[config.mk]
export PLATFORM = sky130hd
export DESIGN_NAME = color_freq_emulator
export DESIGN_NICKNAME = d
export VERILOG_FILES = /design/src/rtl/color_freq_emulator.sv
export SDC_FILE = /design/constraint.sdc
export NUM_CORES = 1
export LEC_CHECK = 0
export ABC_CLOCK_PERIOD_IN_PS = 5500
export CAP_MARGIN = 10
export CORE_UTILIZATION = 50
export DETAILED_ROUTE_END_ITERATION = 8
export DONT_BUFFER_PORTS = 1
export PLACE_DENSITY = 0.73
export SLEW_MARGIN = 20
export SYNTH_ARGS = -nofsm -noshare
export SYNTH_HDL_FRONTEND = slang
export SYNTH_SLANG_ARGS = --single-unit
export TNS_END_PERCENT = 1
[constraint.sdc]
create_clock -name clk -period 5.5 [get_ports clk]
set_input_delay 0.55 -clock clk [delete_from_list [all_inputs] [get_ports clk]]
set_output_delay 0.55 -clock clk [all_outputs]
set_load 0.1 [all_outputs]
[src/rtl/color_freq_emulator.sv]
// rtl/color_freq_emulator.sv - two-channel colour-sensor square-wave generator (optional EDGE_COUNT_EN rise counters)
module color_freq_emulator #(
    parameter int CNT_W    = 32,
    parameter int MIN_HALF = 2
) (
    input  logic             clk,
    input  logic             rst_n,
    input  logic             enable,
    input  logic             cfg_valid,
    output logic             cfg_ready,
    input  logic [CNT_W-1:0] green_half,
    input  logic [CNT_W-1:0] clear_half,
    output logic [1:0]       sensor_freq,
    output logic             cfg_error
`ifdef EDGE_COUNT_EN
    ,
    output logic [15:0]      green_rises,
    output logic [15:0]      clear_rises
`endif
);

    typedef enum logic [1:0] {S_IDLE, S_HIGH, S_LOW} ch_state_t;

    localparam logic [CNT_W-1:0] ONE = CNT_W'(1);
    localparam logic [CNT_W-1:0] MIN = CNT_W'(MIN_HALF);

    logic [CNT_W-1:0] half_in [2];
    logic [1:0]       pend_vec;
    logic             accept, illegal, load;

    assign half_in[0] = clear_half;
    assign half_in[1] = green_half;

    assign cfg_ready = ~|pend_vec;
    assign accept    = cfg_valid & cfg_ready;
    assign illegal   = ((green_half != '0) && (green_half < MIN)) ||
                       ((clear_half != '0) && (clear_half < MIN));
    assign load      = accept & ~illegal;

    always_ff @(posedge clk or negedge rst_n) begin
        if (!rst_n) cfg_error <= 1'b0;
        else        cfg_error <= accept & illegal;
    end

`ifdef EDGE_COUNT_EN
    logic [15:0] rises [2];
    assign green_rises = rises[1];
    assign clear_rises = rises[0];
`endif

    for (genvar ch = 0; ch < 2; ch++) begin : g_ch
        ch_state_t        state_q, state_d;
        logic [CNT_W-1:0] cnt_q, cnt_d, act_q, act_d, shadow_q, next_act;
        logic             pend_q, pend_clr, out_q;
        logic             boundary;

        // IDLE and an expired LOW phase are both points where a new word may take effect.
        assign boundary = (state_q == S_IDLE) || ((state_q == S_LOW) && (cnt_q == '0));
        assign next_act = pend_q ? shadow_q : act_q;

        always_comb begin
            state_d  = state_q;
            cnt_d    = cnt_q;
            act_d    = act_q;
            pend_clr = 1'b0;
            if (!enable) begin
                state_d = S_IDLE;
                cnt_d   = '0;
            end else if (boundary) begin
                act_d    = next_act;
                pend_clr = pend_q;
                if (next_act != '0) begin
                    state_d = S_HIGH;
                    cnt_d   = next_act - ONE;
                end else begin
                    state_d = S_IDLE;
                    cnt_d   = '0;
                end
            end else begin
                case (state_q)
                    S_HIGH: begin
                        if (cnt_q == '0) begin
                            state_d = S_LOW;
                            cnt_d   = act_q - ONE;
                        end else begin
                            cnt_d = cnt_q - ONE;
                        end
                    end
                    default: cnt_d = cnt_q - ONE;
                endcase
            end
        end

        always_ff @(posedge clk or negedge rst_n) begin
            if (!rst_n) begin
                state_q  <= S_IDLE;
                cnt_q    <= '0;
                act_q    <= '0;
                shadow_q <= '0;
                pend_q   <= 1'b0;
                out_q    <= 1'b0;
            end else begin
                state_q <= state_d;
                cnt_q   <= cnt_d;
                act_q   <= act_d;
                out_q   <= (state_d == S_HIGH);
                if (load) begin
                    shadow_q <= half_in[ch];
                    pend_q   <= 1'b1;
                end else if (pend_clr) begin
                    pend_q <= 1'b0;
                end
            end
        end

        assign sensor_freq[ch] = out_q;
        assign pend_vec[ch]    = pend_q;

`ifdef EDGE_COUNT_EN
        logic [15:0] rises_q;
        always_ff @(posedge clk or negedge rst_n) begin
            if (!rst_n)                            rises_q <= '0;
            else if ((state_d == S_HIGH) && !out_q) rises_q <= rises_q + 16'd1;
        end
        assign rises[ch] = rises_q;
`endif
    end

endmodule

==> metrics.md <==
| Metric | Value |
|---|---|
| GPL Wtd Cong | `0.897` |
| Global-route wire length before repair | `50100 um` |
| Startpoint Class | `flip-flop` |
| Post-synth cell types | `66` |
| Hold path start | `clear_half[13]` |
| Chip width | `163 um` |
| Period utilization | `70.2%` |
| Syn. warnings | `0` |
| Hold Crit Class | `primary input to flip-flop` |
| Placed Cells | `1624` |
| Fin. max-slew vios | `0` |
| Fin cells | `1667` |
| Sink Count | `201` |
| DRC | `0` |
| RSZ-0062 raised after global routing | `false` |
| Status | `finished clean` |
| Clock power share | `18.3%` |
| Setup ws final | `1.64 ns` |
| Top FF cell, synth | `dfrtp_1` |
| CTS Buf Count | `23` |
| Crit Path Max Fanout | `36` |
| CP Capture Type | `flip-flop` |
| Max-Cap Viols | `0` |
| Clk Latency, worst-skew pair | `0.52 ns` |
| Actual slew at the worst max-slew pin | `0.942 ns` |
| Final WL | `30300 um` |
| FF+latch area | `0.00503 mm2` |
| Switching Fraction | `41.8%` |
| Fillers | `2213` |
| Placed cell area | `0.0132 mm2` |
| CTS clk-pin slew, worst paths | `0.07 ns` |
| Number of global-route vias before repair | `9714` |
| CTS tree | `built` |
| RR Startpoint | `g_ch[1].pend_q` |
| Antenna Cells | `0` |
| Final hold viol count | `0` |
| Flops & latches, synth | `201` |
| Pwr/cell area | `605 mW/mm2` |
| Post-layout nets | `1399` |
| Vias after detailed routing | `9945` |
| Pwr Total | `8.47 mW` |
| Cell internal pwr | `4.92 mW` |
| Leak | `5.86 nW` |
| Final TNS setup | `0 ns` |
| Die height | `163 um` |
| Core Area | `0.0253 mm2` |
| Min Clock Period, post-route | `3.86 ns` |
| Pin count of the biggest net entering global routing | `202` |
| EDFF count, synth | `0` |
| Initial Util | `51.3%` |
| Share of Yosys cell area claimed by the top area cell type | `38.7%` |
| Largest area contributor in the netlist | `dfrtp_1` |
| Psw | `3.54 mW` |
| Hpwl dp | `22200 um` |
| Syn nets | `1438` |
| Final setup viols | `0` |
| Clk_skew | `0.0232 ns` |
| Initial DRC Count | `759` |
| Root buf cell | `clkbuf_16` |
| Pre-CTS setup slack | `1.76 ns` |
| Multi-input gate area | `0.00761 mm2` |
| Initial DRT Pass Iterations | `6` |
| Fmax | `0.259 GHz` |
| Arrival time worst endpoint | `4.23 ns` |
| Synthesized instance count | `1361` |
| Synth Area per Inst | `9.55 um2` |
| CP required | `5.86 ns` |
| Sequential fraction of the synthesis area | `38.7%` |
| Die area | `0.0266 mm2` |
| Row count | `58` |
| Mapped cell area | `0.0130 mm2` |
| Final global-route overflow total | `0` |
| Cell area after layout | `0.0140 mm2` |
| Commonest non-fill, non-tap cell in the layout | `dfrtp_1` |
| I/O pins | `72` |
| Post-CTS Setup Bufs | `0` |
| Initial antenna violation count | `0` |
| Port Buffer Count | `0` |
| Dominant cells by area after synthesis | `dfrtp_1 (39%), mux2_2 (8.8%), xor2_1 (6.1%), xnor2_1 (5.1%), mux2i_1 (4.9%)` |
| Vias per std cell | `5.97` |
| Critical path startpoint | `g_ch[1].pend_q` |
| Total GRT Usage | `23.4%` |
| Post-route ant nets | `0` |
| Post-CTS sizing | `0` |
| Crit path kind | `flip-flop to flip-flop` |
| Most frequent cells in the layout | `dfrtp_1 (199), nor2_1 (126), nand2_1 (109)` |
| Relative slew slack | `37.2%` |
| Layout cells sized above 1 | `15.0%` |
| Comb power frac | `43.9%` |
| Sequential Power Share | `37.8%` |
| Area grow syn2layout | `7.71%` |
| Wire per inst | `18.2 um` |
| FFs w/ async S/R, synth | `100%` |
| H-tree depth | `1` |
| Clk buf depth | `3` |
| Worst IR Drop VDD | `0.411 mV` |
-- repair_timing --
action,4_1_cts,5_1_grt
hold buffers,1,1
hold endpoints to repair,201,60
setup endpoints to repair,0,0
-- metrics by stage --
| step | hold slack (ns) | utilization [%] |
|---|---|---|
| after floorplan | 0.254 | - |
| after global placement | 0.263 | 52.0 |
| after detailed placement | 0.262 | 52.0 |
| after CTS | 0.157 | 55.1 |
| after global routing | 0.164 | 55.3 |
| final | 0.177 | 55.3 |
-- area by class of cell --
type | count | area share [%]
sequential | 201 | 35.9
tap | 330 | 2.95
inverter | 13 | 0.349
clock inverter | 12 | 1.08
clock buffer | 28 | 4.46
timing repair buffer | 11 | 0.894
multi-input combinational | 1072 | 54.3
-- flip-flops by register name, indices dropped and copies added, names as in the netlist --
register	count
cfg_error	1
g_ch.act_q	64
g_ch.cnt_q	64
g_ch.out_q	2
g_ch.pend_q	2
g_ch.shadow_q	64
g_ch.state_q	4
-- power groups by stage --
stage,clock network (mW),registers [mW],logic (mW)
after floorplan,0,2.70,3.23
after global placement,0,3.15,3.56
after detailed placement,0,3.20,3.63
after CTS,1.59,3.17,3.70
after global routing,1.64,3.33,4.10
final,1.55,3.20,3.71
-- layer usage --
layer  global-route usage, %  routed length, um  vias to the layer above
met5                       0                  0                        -
met4                    7.77                934                        0
met3                    2.79               1440                       55
met2                    38.7              14400                      268
met1                    31.7              13600                     4760
li1                        -                  -                     4862
-- final timing paths --
path / end / slack, ns / cells past startpoint
worst min-delay path: g_ch[0].shadow_q[13] / 0.18 / 1
worst min register to register: g_ch[1].shadow_q[28] / 0.52 / 1
worst max-delay path: g_ch[1].cnt_q[22] / 1.64 / 8
worst max register to register: g_ch[1].cnt_q[22] / 1.64 / 8
max in group asynchronous: g_ch[1].cnt_q[9] / 3.91 / 3
min in group asynchronous: g_ch[0].act_q[3] / 0.55 / 2
-- kinds of logic after synthesis --
| family | share of synthesized area [%] |
|---|---|
| AO/OA/AOI/OAI | 9.14 |
| adder cells (fa/ha/maj) | 0.866 |
| multiplexers | 16.0 |
| flip-flops | 38.7 |
| buffers and inverters | 2.91 |
| XOR/XNOR | 11.1 |
| AND/OR/NAND/NOR | 21.3 |
-- Yosys cell counts (3+ instances only) --
cell      number
dfrtp_1      201
nor2_1       127
nand2_1      109
mux2_2       102
xor2_1        90
xnor2_1       75
mux2i_1       63
nor3_1        63
o21ai_0       55
nor4_1        51
clkbuf_1      48
a21oi_1       41
nand3_1       33
or3_1         24
or4_1         22
mux2_4        20
o22ai_1       18
o32ai_1       17
nand4_1       16
nor3b_1       16
o211ai_1      14
inv_1         12
and2_1        11
buf_2         10
buf_1          9
ha_1           9
nor4b_1        8
or2_2          8
or3b_2         7
nand3b_1       6
a22oi_1        5
a32oi_1        5
buf_4          5
o31ai_1        5
nand2b_1       4
nor2b_1        4
a222oi_1       3
o211a_1        3
or4b_2         3
-- worst max-delay path, stage by stage, from the launching register on --
cell and delay (ns):
dfrtp_2 0.79, buf_4 0.53, nor4b_1 0.39, o221ai_1 0.24, nor2_1 0.46, nand4_1 0.33, and2_1 0.37, nand2_1 0.40
o32ai_1 0.19
No activity file was read; power rests on OpenSTA's default activity.
==> RTL edit 1, RTL diff (same flow settings) <==
Set the parameter `CNT_W` to 48 (it was 32).
--- a/src/rtl/color_freq_emulator.sv
+++ b/src/rtl/color_freq_emulator.sv
@@ -2,3 +2,3 @@
 module color_freq_emulator #(
-    parameter int CNT_W    = 32,
+    parameter int CNT_W    = 48,
     parameter int MIN_HALF = 2
Ports: changed (resized clear_half and green_half); port bits go from 72 to 104. The function was not compared with the original's and may differ.
==> RTL edit 1 against the original RTL <==
The run now ends with negative hold slack left; total power grew 50%; clock power grew 61%; wire length grew 74%; die area grew 49%; final cell count grew 52%; sequential cell count grew 96; sequential power grew 53%; area after synthesis grew 50%; global-route usage grew 3.3 points; utilization shrank 0.31 points; setup slack lost 550 ps; cell area grew 49%; critical endpoint is now g_ch[1].cnt_q[46]$_DFF_PN0_.
==> RTL edit 1: results (changes against the original RTL) <==
metric,value,unit,change
Fin Hold WS,-269,ps,-446 ps
pre-CTS setup slack,1190,ps,-567 ps
Leakage,0.00827,uW,+41%
r2r setup slk,1090,ps,-550 ps
Fillers,3379,,+53%
number of global-route vias before repair,15300,,+58%
first-pass GRT wire length,83.4,mm,+66%
crit path launch,g_ch[1].cnt_q[0]$_DFF_PN0_,,
R2R cell count,10,,+2
Final Skew,19.4,ps,-3.81 ps
Synth area leaders,"dfrtp_1, mux2_2, xnor2_1",,
Gate Count Post-Synth,2078,,+53%
met2 usage,43.9,%,+5.2 points
all-layer global routing usage,26.6,%,+3.3 points
DR vias,16000,,+60%
synth unique cells,74,,+12%
initial antenna violation count,1,,+1
Hold/Removal Path Class,primary input to async pin,,
worst r2r dst,g_ch[1].cnt_q[46]$_DFF_PN0_,,
H-tree levels,2,,+1
GRT met3 Usage,3.16,%,+0.36 points
pin count of the biggest net entering global routing,298,,+48%
final hold violations,297,,+297
relative slew slack,32.7,%,-4.5 points
dpl cells,2467,,+52%
DP Area,0.0196,mm2,+49%
Net Sw Frac,42.8,%,+0.93 points
worst-path maximum fanout,23,,-36%
slowest CP cell,nor3b_1,,
Fmax,227,MHz,-12%
"Largest stage delay, worst path",730,ps,-60 ps
status,finished with violations,,
reg2reg start,g_ch[1].cnt_q[0]$_DFF_PN0_,,
GPL Wtd Cong,0.924,,+3.0%
layout cells sized above 1,13.6,%,-1.4 points
Largest regs,"g_ch.act_q (96), g_ch.cnt_q (96), g_ch.shadow_q (96)",,
failing checks,negative hold slack,,
WP data arrival,4790,ps,+560 ps
[RTL edit 1: cell types whose count changed after synthesis, sizes merged, moves of 31 or more]
cell and delta:
o21ai +48, nor4 +41, o22ai +34, buf +31
nor2 +49, dfrtp +96, xor2 +32, xnor2 +51
clkbuf +31, mux2 +49, nand2 +42, nor3 +57
[RTL edit 1: worst reg2reg max path, cell delays in order, from the launching register on]
cell,delay (ps)
dfrtp_1,410
inv_1,70
ha_1,160
nor3b_1,730
nand2_1,180
nand4b_1,390
o32a_1,630
nor2b_1,630
nand2_1,490
buf_4,370
o32ai_1,200
[RTL edit 1: power by group through the flow]
stage / registers [uW] / clock network (uW) / logic [uW]
4_1_cts: 4840 / 2530 / 5240
6_report: 4890 / 2490 / 5310
5_1_grt: 5040 / 2610 / 5780
3_5_place_dp: 4870 / 0 / 5190
2_1_floorplan: 3890 / 0 / 4730
3_3_place_gp: 4790 / 0 / 5080
[RTL edit 1: final cells by class]
type | instances | area, um2 | share of cell area [%]
multi-input combinational | 1630 | 11400 | 54.4
sequential | 297 | 7440 | 35.6
clock buffer | 48 | 1020 | 4.87
tap | 511 | 639 | 3.06
clock inverter | 11 | 218 | 1.04
timing repair buffer | 16 | 153 | 0.730
inverter | 14 | 52.6 | 0.251
antenna | 2 | 5.00 | 0.0239
[RTL edit 1: cells by family (layout without fill, tap and decap cells)]
kind of cell / count (synthesis) / after routing / share of synthesized area [%]
xor gates and xnor gates: 248 / 248 / 11.2
adders and majority gates: 8 / 8 / 0.514
muxes: 261 / 261 / 14.5
other: 0 / 2 / 0
and+or+nand+nor: 818 / 818 / 22.2
DFF: 297 / 297 / 38.2
buffers and inverters: 151 / 89 / 3.61
AOI/OAI and AO/OA: 295 / 295 / 9.80
[RTL edit 1: worst min-delay path by stage]
stage / slack (ps) / end / cells after the start / start
6_report: -270 / g_ch[0].cnt_q[40]$_DFF_PN0_ / 0 / rst_n
5_1_grt: -290 / g_ch[0].cnt_q[28]$_DFF_PN0_ / 0 / rst_n
4_1_cts: -290 / g_ch[0].state_q[0]$_DFF_PN0_ / 0 / rst_n
3_5_place_dp: 270 / g_ch[0].cnt_q[40]$_DFF_PN0_ / 0 / rst_n
3_3_place_gp: 270 / g_ch[0].cnt_q[40]$_DFF_PN0_ / 0 / rst_n
2_1_floorplan: 250 / cfg_error$_DFF_PN0_ / 0 / rst_n
[RTL edit 1: metal layers]
layer  vias to the layer above  wire length, um  share of wire, %
met4                         0             1770               3.4
met5                         -                0                 0
met3                       100             2880               5.5
li1                       7445                -                 -
met2                       562            25200                48
met1                      7845            22800                43
==> RTL edit 2, RTL diff (config.mk and constraints unchanged) <==
Made on the original files. The 3 states of `ch_state_t` get a one-hot encoding in 3 bits.
--- a/src/rtl/color_freq_emulator.sv
+++ b/src/rtl/color_freq_emulator.sv
@@ -21,3 +21,3 @@
 
-    typedef enum logic [1:0] {S_IDLE, S_HIGH, S_LOW} ch_state_t;
+    typedef enum logic [2:0] {S_IDLE = 3'b001, S_HIGH = 3'b010, S_LOW = 3'b100} ch_state_t;
 
Formal check against the unedited RTL: no difference found for any inputs over 4 cycles, from zero or initial values and one cycle with rst_n low; so few cycles prove little.
==> RTL edit 2 against the original RTL <==
Count of clock-buffer cells in the layout stayed put; area after synthesis is 0.69% higher; sequential cell count grew 2; die area is 0.69% higher; utilization grew 0.14 points; wire length up 8.3%; sequential power rose by 2%; clock skew down 14 ps; setup slack worse by 130 ps; synthesized cell count hardly changed; cell area grew 0.54%; total power is 5.9% higher; largest power group unchanged.
==> RTL edit 2: results (changes against the original RTL) <==
metric,value,unit,change
final cell count without fillers,1664,,-0.18%
Synth Area in XOR/XNOR,11.2,%,+0.12 points
"Clk Latency, worst-skew pair",510,ps,
register area share after synthesis,38.8,%,+0.14 points
Root Buffer,clkbuf_16,,
Async SR Flop Fraction,100,%,unchanged
"EDFF count, synth",0,,unchanged
worst r2r dst,g_ch[0].cnt_q[20]$_DFF_PN0_,,
H-tree levels,1,,unchanged
Synth Warn #,0,,unchanged
slowest CP cell,nand3_1,,
Compound-Gate Fraction of Synth Area,9.27,%,+0.13 points
Crit Path Class,register to register,,
clock buffer count from CTS,23,,unchanged
Final Skew,9.51,ps,-13.7 ps
Leakage,0.00584,uW,-0.29%
worst vdd ir,0.394,mV,-4.0%
Fillers,2250,,+1.7%
pre-CTS setup slack,1570,ps,-184 ps
first-pass GRT wire length,53.2,mm,+6.1%
Post-CTS Setup Repair Bufs,0,,unchanged
hold path depth,2,,+1
antenna fix cells,0,,unchanged
Hold Path End,cfg_error$_DFF_PN0_,,
layout cells sized above 1,15.9,%,+0.86 points
final worst setup slack,1510,ps,-126 ps
via/cell ratio,6.24,,+4.6%
mux contribution to synthesized area,15.2,%,-0.77 points
GPL Wtd Cong,0.921,,+2.6%
Net Sw Frac,43.1,%,+1.3 points
CP endpoint,g_ch[0].cnt_q[20]$_DFF_PN0_,,
reg2reg start,g_ch[0].pend_q$_DFFE_PN0P_,,
first-iteration detailed-routing DRC count,886,,+17%
Hold/Removal Path Class,primary input to register,,
port bufs,0,,unchanged
adder-cell share of the synthesized area,0.860,%,-0.0060 points
clk slew on worst S/H paths,60,ps,
all-layer global routing usage,25.0,%,+1.6 points
R2R cell count,8,,unchanged
Synth area leaders,"dfrtp_1, mux2_2, xor2_1",,
status,finished clean,,
synth unique cells,74,,+12%
clock buffer depth,3,,unchanged
WP data arrival,4340,ps,+110 ps
WL final,32.8,mm,+8.3%
min-delay src,cfg_valid,,
relative slew slack,38.1,%,+0.94 points
"Largest stage delay, worst path",700,ps,-90 ps
worst-path maximum fanout,49,,+36%
initial antenna violation count,1,,+1
Largest regs,"g_ch.act_q (64), g_ch.cnt_q (64), g_ch.shadow_q (64)",,
Avg Inst Size Synth,9.61,um2,+0.62%
number of global-route vias before repair,10000,,+3.3%
dpl cells,1621,,-0.18%
Total Nets Final,1396,,-0.21%
synth cell count leaders,"dfrtp_1, mux2_2, nor2_1",,
r2r setup slk,1510,ps,-130 ps
first drt pass iteration count,5,,-1
pin count of the biggest net entering global routing,204,,+0.99%
Detailed Place HPWL,23.2,mm,+4.6%
-- RTL edit 2: cell count changes in the layout (fill, tap and decap cells not counted), moves of 13 or more --
cell / change
mux2_4: -20
mux2_2: +19
nand2b_1: +15
nor2_1: -15
o22ai_1: +13
a21oi_1: -19
-- RTL edit 2: power by group through the flow --
stage	Clock (uW)	Sequential [uW]	Combinational (uW)
finish	1630	3280	4050
global route	1710	3410	4470
CTS	1650	3250	4030
detailed placement	0	3270	3970
global placement	0	3240	3890
floorplan	0	2740	3540
-- RTL edit 2: per-stage QoR --
stage               area, um2  hold slack (ps)
floorplan               13100              254
global placement        13200              265
detailed placement      13200              265
CTS                     14000              139
global route            14100              167
finish                  14100              159
-- RTL edit 2: routing by layer --
layer | track usage (%) | part of all wire, % | up-vias | wire length [um]
met5 | 0 | 0 | - | 0
met4 | 7.11 | 2.7 | 0 | 873
met3 | 3.66 | 6.8 | 59 | 2220
met2 | 37.4 | 43 | 372 | 14100
met1 | 37.2 | 48 | 5087 | 15600
li1 | - | - | 4866 | -
-- RTL edit 2: timing repair --
item                                    4_1_cts  5_1_grt
gates resized for setup                       0        0
hold buffers                                  1        1
endpoints found under the setup margin        0        0
endpoints found under the hold margin       203       54
-- RTL edit 2: final cells by class --
type | instances | area, um2 | area share [%]
well taps | 330 | 413 | 2.93
multi-input cells | 1062 | 7570 | 53.8
repair buffers | 16 | 163 | 1.16
clock buffers | 28 | 624 | 4.44
inverters | 13 | 48.8 | 0.347
clock inverters | 12 | 171 | 1.22
flip-flops and latches | 203 | 5080 | 36.1
-- RTL edit 2: critical path: cells and delay by family, from the launching register on --
kind	cells	cell delay, ps
AOI/OAI and AO/OA	2	520
and+or+nand+nor	4	1660
buffers and inverters	1	580
DFF	1	680
muxes	1	370
